File: src/rtl/booth_mul_pkg.sv
// Shared types and helpers for the sequential radix-4 Booth multiplier.
// Holds the FSM state encoding, the Booth digit encoding, the iteration-count
// derivation and the window-to-digit recoding table.
package booth_mul_pkg;

  typedef enum logic [1:0] {
    IDLE = 2'd0,
    BUSY = 2'd1,
    DONE = 2'd2
  } state_e;

  typedef enum logic [2:0] {
    ZERO = 3'd0,
    POS1 = 3'd1,
    POS2 = 3'd2,
    NEG1 = 3'd3,
    NEG2 = 3'd4
  } booth_digit_e;

  // Number of radix-4 digits over the (width+2)-bit extended multiplier.
  function automatic int booth_iter(input int width);
    return width / 2 + 1;
  endfunction

  // Radix-4 Booth recoding of {b[2i+1], b[2i], b[2i-1]}.
  function automatic booth_digit_e booth_decode(input logic [2:0] window);
    booth_digit_e dig;
    case (window)
      3'b001, 3'b010: dig = POS1;
      3'b011:         dig = POS2;
      3'b100:         dig = NEG2;
      3'b101, 3'b110: dig = NEG1;
      default:        dig = ZERO;
    endcase
    return dig;
  endfunction

endpackage

File: src/rtl/booth_digit_sel.sv
// Booth partial-multiple selector: turns a 3-bit multiplier window into
// 0, +A, +2A, -A or -2A of the (WIDTH+2)-bit extended multiplicand.
// 2A always fits: the extended operand has two spare bits above the data.
module booth_digit_sel
  import booth_mul_pkg::*;
#(
  parameter int WIDTH = 32
) (
  input  logic        [2:0]       window,
  input  logic        [WIDTH+1:0] a_ext,
  output logic signed [WIDTH+1:0] pp
);

  booth_digit_e     digit;
  logic [WIDTH+1:0] mag;

  // Recode the window, pick the magnitude, then negate by two's complement.
  always_comb begin
    digit = booth_decode(window);
    mag   = '0;
    case (digit)
      POS1, NEG1: mag = a_ext;
      POS2, NEG2: mag = a_ext << 1;
      default:    mag = '0;
    endcase
    if (digit == NEG1 || digit == NEG2) begin
      pp = ~mag + 1'b1;
    end else begin
      pp = mag;
    end
  end

endmodule

File: src/rtl/booth_mul_seq.sv
// Sequential radix-4 Booth multiplier with start/busy/done handshake.
// One Booth digit is retired per BUSY cycle; P is loaded on entry to DONE.
// Optional build macro BOOTH_EARLY_TERM_EN: leave BUSY as soon as every
// remaining digit is zero, right-aligning the accumulator in that same step.
module booth_mul_seq
  import booth_mul_pkg::*;
#(
  parameter int WIDTH = 32
) (
  input  logic                 clk,
  input  logic                 reset,
  input  logic                 start,
  input  logic                 is_signed,
  input  logic [WIDTH-1:0]     A,
  input  logic [WIDTH-1:0]     B,
  output logic                 busy,
  output logic                 done,
  output logic [2*WIDTH-1:0]   P
);

  localparam int ITER = booth_iter(WIDTH);
  localparam int EW   = WIDTH + 2;        // extended operand width
  localparam int AW   = 2 * EW;           // accumulator width
  localparam int CW   = $clog2(ITER + 1);

  state_e               state_q, state_d;
  logic [CW-1:0]        count_q, count_d;
  logic [AW-1:0]        acc_q, acc_d;
  logic [EW:0]          mb_q, mb_d;       // extended multiplier with mb[-1] at bit 0
  logic [EW-1:0]        a_q, a_d;
  logic [2*WIDTH-1:0]   p_q, p_d;

  logic signed [EW-1:0] pp;
  logic [EW-1:0]        upper_sum;
  logic signed [AW-1:0] acc_iter;
  logic signed [AW-1:0] acc_final;
  logic [EW:0]          mb_shift;
  logic                 last_iter;
  logic                 finish;
  logic                 ext_a, ext_b;

  booth_digit_sel #(.WIDTH(WIDTH)) u_digit_sel (
    .window (mb_q[2:0]),
    .a_ext  (a_q),
    .pp     (pp)
  );

  // One iteration: add digit*A into the upper half, then shift both
  // accumulator and multiplier window right by one radix-4 digit.
  assign upper_sum = acc_q[AW-1:EW] + pp;
  assign acc_iter  = $signed({upper_sum, acc_q[EW-1:0]}) >>> 2;
  assign mb_shift  = $signed(mb_q) >>> 2;
  assign last_iter = (count_q == CW'(ITER - 1));
  assign ext_a     = is_signed & A[WIDTH-1];
  assign ext_b     = is_signed & B[WIDTH-1];

`ifdef BOOTH_EARLY_TERM_EN
  logic rest_uniform;
  // All remaining bits (reference bit included) equal -> every later digit is zero.
  assign rest_uniform = (mb_shift == '0) || (mb_shift == '1);
  assign finish       = last_iter || rest_uniform;
  assign acc_final    = acc_iter >>> (2 * (ITER - 1 - int'(count_q)));
`else
  assign finish       = last_iter;
  assign acc_final    = acc_iter;
`endif

  // Next-state, datapath and handshake outputs; everything holds by default.
  always_comb begin
    state_d = state_q;
    count_d = count_q;
    acc_d   = acc_q;
    mb_d    = mb_q;
    a_d     = a_q;
    p_d     = p_q;
    busy    = 1'b0;
    done    = 1'b0;
    case (state_q)
      IDLE: begin
        if (start) begin
          state_d = BUSY;
          count_d = '0;
          acc_d   = '0;
          a_d     = {{2{ext_a}}, A};
          mb_d    = {{2{ext_b}}, B, 1'b0};
        end
      end
      BUSY: begin
        busy    = 1'b1;
        acc_d   = acc_iter;
        mb_d    = mb_shift;
        count_d = count_q + CW'(1);
        if (finish) begin
          state_d = DONE;
          acc_d   = acc_final;
          p_d     = acc_final[2*WIDTH-1:0];
        end
      end
      DONE: begin
        done = 1'b1;
        if (start) begin
          state_d = BUSY;
          count_d = '0;
          acc_d   = '0;
          a_d     = {{2{ext_a}}, A};
          mb_d    = {{2{ext_b}}, B, 1'b0};
        end else begin
          state_d = IDLE;
        end
      end
      default: state_d = IDLE;
    endcase
  end

  // State and datapath registers with synchronous reset (reset aborts any op).
  always_ff @(posedge clk) begin
    if (reset) begin
      state_q <= IDLE;
      count_q <= '0;
      acc_q   <= '0;
      mb_q    <= '0;
      a_q     <= '0;
      p_q     <= '0;
    end else begin
      state_q <= state_d;
      count_q <= count_d;
      acc_q   <= acc_d;
      mb_q    <= mb_d;
      a_q     <= a_d;
      p_q     <= p_d;
    end
  end

  assign P = p_q;

endmodule

File: config.mk
export PLATFORM = sky130hd
export DESIGN_NAME = booth_mul_seq
export DESIGN_NICKNAME = d
export VERILOG_FILES = /design/src/rtl/booth_mul_pkg.sv /design/src/rtl/booth_digit_sel.sv /design/src/rtl/booth_mul_seq.sv
export SDC_FILE = /design/constraint.sdc
export NUM_CORES = 1
export LEC_CHECK = 0
export ABC_AREA = 1
export BUFFER_PORTS_ARGS = -buffer_cell sky130_fd_sc_hd__buf_2
export CORE_ASPECT_RATIO = 0.5
export CORE_MARGIN = 2
export CORE_UTILIZATION = 40
export CTS_CLUSTER_SIZE = 30
export DETAILED_ROUTE_END_ITERATION = 16
export SETUP_SLACK_MARGIN = 0.2
export SKIP_CTS_REPAIR_TIMING = 1
export SLEW_MARGIN = 20
export SYNTH_ARGS = -nofsm -noshare
export SYNTH_HDL_FRONTEND = slang
export SYNTH_SLANG_ARGS = --single-unit
File: constraint.sdc
create_clock -name clk -period 4.2 [get_ports clk]
set_input_delay 0.84 -clock clk [delete_from_list [all_inputs] [get_ports clk]]
set_output_delay 0.84 -clock clk [all_outputs]
set_load 0.02 [all_outputs]
# After elaboration in Yosys (flattened, before gate mapping)
# Cells that the tools add are included.
# word_totals
mem_bits_rw	0
mem_count	0
romBits	0
register_bits	207
out_inout_bits	66
latch_bits	0
# classes
n_bitwise	4
div	0
order_cmp	0
eq_ne	16
shift	0
add_sub_neg	3
reduce_logical	13
n_mul	0
n_mux	15
# op_table
cell	n
$pmux W68 S2	1
$pmux W35 S2	1
$mux W68	1
$pmux W34 S2	1
$mux W35	1
$add A34 B1 Y34 const B	1
$add A34 B34 Y34	1
$mux W34	1
$not A34 Y34	1
$eq A3 B2 Y1 const B	4
$eq A3 B3 Y1 const B	4
$pmux W3 S4	1
$pmux W5 S2	1
$reduce_or A2 Y1	5
$reduce_and A2 Y1	4
$eq A3 B1 Y1 const B	2
$pmux W2 S3	1
$add A5 B1 Y5 const B	1
$eq A5 B5 Y1 const B	1
$mux W5	1
$mux W2	2
$ne A2 B2 Y1 const B	2
$mux W1	3
$reduce_and A3 Y1	1
other kinds (8)	9

# Depth between registers and ports, before layout
# logic_depth
ltp_word	11
mapped_depth	32

# Hierarchy
# Synthesis repeated with hierarchy kept, for this count alone.
# hier_totals
hier_cells	1770
area_unflattened_um2	11539.8
# modules_own_cells
module	cells_per_inst	n_inst	area_per_inst_um2
booth_mul_seq	1395	1	9820.7
booth_digit_sel	375	1	1719.1

# Worst setup path before layout
# No wires, ideal clock.
# synth_timing
kind	register -> register
start	register mb_q[0]
end	register p_q[57] (netlist: P[57])
stages_incl_launch_ff	30
t_arrival_ns	3.856
path_buffers	1
slack_ns	0.228
t_required_ns	4.084
path_cell_list	dfxtp_1 inv_1 ha_1 buf_2 nand2_1 nand2_1 inv_1 ha_1 nand3_1 nor2_1 nand2_1 nor2_2 nand3b_2 nor2_1 nand3_1 nand2_1 xor2_1 inv_1 ha_1 a21o_1 a21oi_1 a21boi_0 nand2_1 a21oi_1 inv_1 or2_2 nand2_1 nand2_1 o211ai_1 inv_1
# synth_via
elab_chain_len	10
word_cells_on_any_way	21
classes_between	2 x add/sub; 10 x eq/ne; 3 x mux; 1 x bitwise; 5 x reduce/logical
# synth_lines
element	line_no	source
from (decl)	booth_mul_seq.sv:29	logic [EW:0] mb_q, mb_d;
from (signal assigned)	booth_mul_seq.sv:128	mb_q <= mb_d;
$eq A3 B3 Y1, or another cell as far along	booth_mul_pkg.sv:28	case (window)
$reduce_or A2 Y1	booth_mul_pkg.sv:28	
$pmux W3 S4 *	booth_mul_pkg.sv:28	
$eq A3 B2 Y1, or another cell as far along	booth_digit_sel.sv:21	case (digit)
$reduce_or A2 Y1	booth_digit_sel.sv:21	
$pmux W34 S2	booth_digit_sel.sv:21	
$not A34 Y34	booth_digit_sel.sv:27	pp = ~mag + 1'b1;
$add A34 B1 Y34	booth_digit_sel.sv:27	
$mux W34 *	booth_digit_sel.sv:26	if (digit == NEG1 || digit == NEG2) begin
$add A34 B34 Y34 *	booth_mul_seq.sv:50	assign upper_sum = acc_q[AW-1:EW] + pp;
to (signal assigned)	booth_mul_seq.sv:130	p_q <= p_d;
to (decl)	booth_mul_seq.sv:31	logic [2*WIDTH-1:0] p_q, p_d;
# Mark *: on every way between the ends. The rest lies on a longest branch, timed or not.
# A chain may end at the register's enable or synchronous reset.

# Worst setup path in the final report
# layout_timing
start	register mb_q[1]
end	register acc_q[66]
# layout_via
elab_chain_len	11
word_cells_on_any_way	22
classes_between	2 x add/sub; 10 x eq/ne; 4 x mux; 1 x bitwise; 5 x reduce/logical
# layout_lines
element	line_no	source
$eq A3 B3 Y1, or another cell as far along	booth_mul_pkg.sv:28	
$reduce_or A2 Y1	booth_mul_pkg.sv:28	
$pmux W3 S4 *	booth_mul_pkg.sv:28	
$eq A3 B2 Y1, or another cell as far along	booth_digit_sel.sv:21	
$reduce_or A2 Y1	booth_digit_sel.sv:21	
$pmux W34 S2	booth_digit_sel.sv:21	
$not A34 Y34	booth_digit_sel.sv:27	
$add A34 B1 Y34	booth_digit_sel.sv:27	
$mux W34 *	booth_digit_sel.sv:26	
$add A34 B34 Y34 *	booth_mul_seq.sv:50	
$pmux W68 S2 *	booth_mul_seq.sv:78	case (state_q)
to (signal assigned)	booth_mul_seq.sv:120	acc_q <= '0;
to (signal assigned)	booth_mul_seq.sv:127	acc_q <= acc_d;
to (decl)	booth_mul_seq.sv:28	logic [AW-1:0] acc_q, acc_d;
# Marks and branches as above.

==> summary.txt <==
status = complete, no violations
hold_ws = 459.1 ps
Seq/Total Area, Yosys = 0.3740
Final Wtd Congestion = 0.9719
fin. max-slew vios = 0
Syn Std Cell Area = 10870 um2
largest net degree at the start of global routing = 79
CP max stage delay = 380 ps
EDFF count, synth = 0
Yosys top cell area share = 0.3740
worst vdd ir = 0.3193 mV
DR vias = 10.57k
# IOs = 134
worst slew pin tran = 936.9 ps
area growth from synthesis to layout = 27.28%
max-cap violation count = 0
clk slew on worst S/H paths = 70 ps
met3 wire len = 1.252 mm
vias per cell = 5.030
Max Clock Freq = 256.0 MHz
Skew-Pair Late Insertion Delay = 520 ps
Residual DRC = 0
share of post-route cells with drive strength above 1 = 0.2480
post-synthesis average cell area = 6.843 um2
Netlist cell types = 45
slew margin rel. = 0.3754
Sink Count = 203
CP Max Fanout = 6
die width = 237.1 um
Yosys reg bits = 203
met1 wire length = 14.65 mm
synth top area cells = dfxtp_1, nand2_1, o21ai_0, a21oi_1, inv_1
Synth Net Count = 1697
Hold Vio Cnt, Final = 0
top sig layer = met4
Pleak = 0.006526 uW
post-route cell area = 13830 um2
first-pass GRT wire length = 48.12 mm
number of global-route vias before repair = 9717
site row count = 42
Pwr per Cell Area = 375.3 nW/um2
DRT antenna net count = 0
Hold WC Path Type = flip-flop to flip-flop
CTS Buf Count = 20
die area = 28580 um2
CORE AREA = 26590 um2
Detailed Place HPWL = 20.30 mm
H-Tree Depth = 1
CTS tree = done
CP startpoint kind = flip-flop
Top FF cell, synth = dfxtp_1
GRT overflow = 0
GRT Total Usage = 0.2025
die height = 120.6 um
skew final = 9.041 ps
most frequent cells in the layout = nand2_1, dfxtp_1, buf_2, inv_1, nor2_1
DR iter-0 viols = 631
CTS Root Cell = clkbuf_16
WL met2 = 13.64 mm
YS warnings = 0
Port Buffers = 133
initial antenna violation count = 0
TritonRoute pass-1 iters = 7
Synth area leader = dfxtp_1
Worst Path Required = 4570 ps
Worst Slack Setup Final = 294.3 ps
Critical Path AT = 4270 ps
period utilization = 0.9299
Async SR Flop Fraction = 0
layout filler cell count = 2651
routed len/inst = 14.31 um
Total Wirelength = 30.07 mm
Mapped Cells = 1588
crit path capture type = flip-flop
Starting Density = 0.4087
commonest non-fill, non-tap cell in the layout = nand2_1
most used cell, CP = nand3_1
Final Setup Violations = 0
RSZ-0062 raised after global routing = true
slowest CP cell = ha_1
Longest Clk Path Bufs = 3
worst slack, placed = 23.67 ps
fin nets = 1847
Setup CP Type = flip-flop to flip-flop
area of placed instances = 11960 um2
Diodes inserted = 0
setup TNS = 0 ps
fin crit period = 3906 ps
-- sequential cells by signal, summed over array words and instances, names as in the netlist --
signal and cells:
P 64, a_q 33, acc_q 64, count_q 5, mb_q 35, state_q 2
-- per-stage QoR --
step                total power, uW  utilization  instances
finish                         5191       0.5201       2102
global route                   5464       0.5201       2102
CTS                            4963       0.4757       2070
detailed placement             3065       0.4498       2036
global placement               3067       0.4498       2036
floorplan                      2781            -       1588
-- Yosys cell counts, types with 6 or more instances --
master      n
ha_1       40
nand2_2    11
a21oi_1   111
o21ai_0   115
a31oi_1    40
clkbuf_1   55
dfxtp_1   203
inv_1     138
o211ai_1   10
nand4_1    22
a21o_1     11
buf_1       9
nor3_1      8
xnor2_1    16
nor2_1    134
o21ai_1     7
nand3_1    73
buf_2      10
nor2_2      8
xor2_1     34
nor4_1      6
o21bai_1   19
nand2_1   461
-- logic make-up after synthesis --
| logic type | after synthesis | synth area share |
|---|---|---|
| AO/OA/AOI/OAI | 330 | 0.1712 |
| XOR/XNOR | 50 | 0.04030 |
| adder cells (fa/ha/maj) | 41 | 0.04790 |
| buffers and inverters | 220 | 0.07887 |
| flip-flops | 203 | 0.3740 |
| AND/OR/NAND/NOR | 744 | 0.2877 |
-- metal layers --
metal / up-vias / track usage
met3: 37 / 0.03196
li1: 5497 / -
met5: - / 0
met4: 0 / 0.03656
met1: 4845 / 0.2834
met2: 195 / 0.3338
-- critical path, delay by kind of cell, from the launching register on --
family	cells	cell delay, ps
simple gates	16	1850
compound gates	1	70
fa+ha+maj	2	540
xor+xnor	1	150
flops	1	360
buf+inv	6	780
-- where the power goes --
part,switching (uW),internal (uW),total [uW]
registers,58.8,2010,2070
clock network,801,1080,1880
logic,755,489,1240
total,1610,3580,5190
-- layout make-up --
cell class              count  area [um2]  area share
flip-flops and latches    203        4069      0.2942
clock buffers              26       563.0     0.04071
clock inverters             8       125.1    0.009046
multi-input cells        1165        6838      0.4944
repair buffers            206        1259     0.09101
inverters                 142       536.8     0.03881
well taps                 352       440.4     0.03184
-- worst paths after layout --
path	startpoint	endpoint	slack, ps	depth (start not counted)
worst min register to register	acc_q[23]	P[21]	460	2
worst max-delay path	mb_q[1]	acc_q[66]	290	26
worst min-delay path	acc_q[23]	P[21]	460	2
worst max register to register	mb_q[1]	acc_q[66]	290	26
Power figures use the tool's default switching activity.
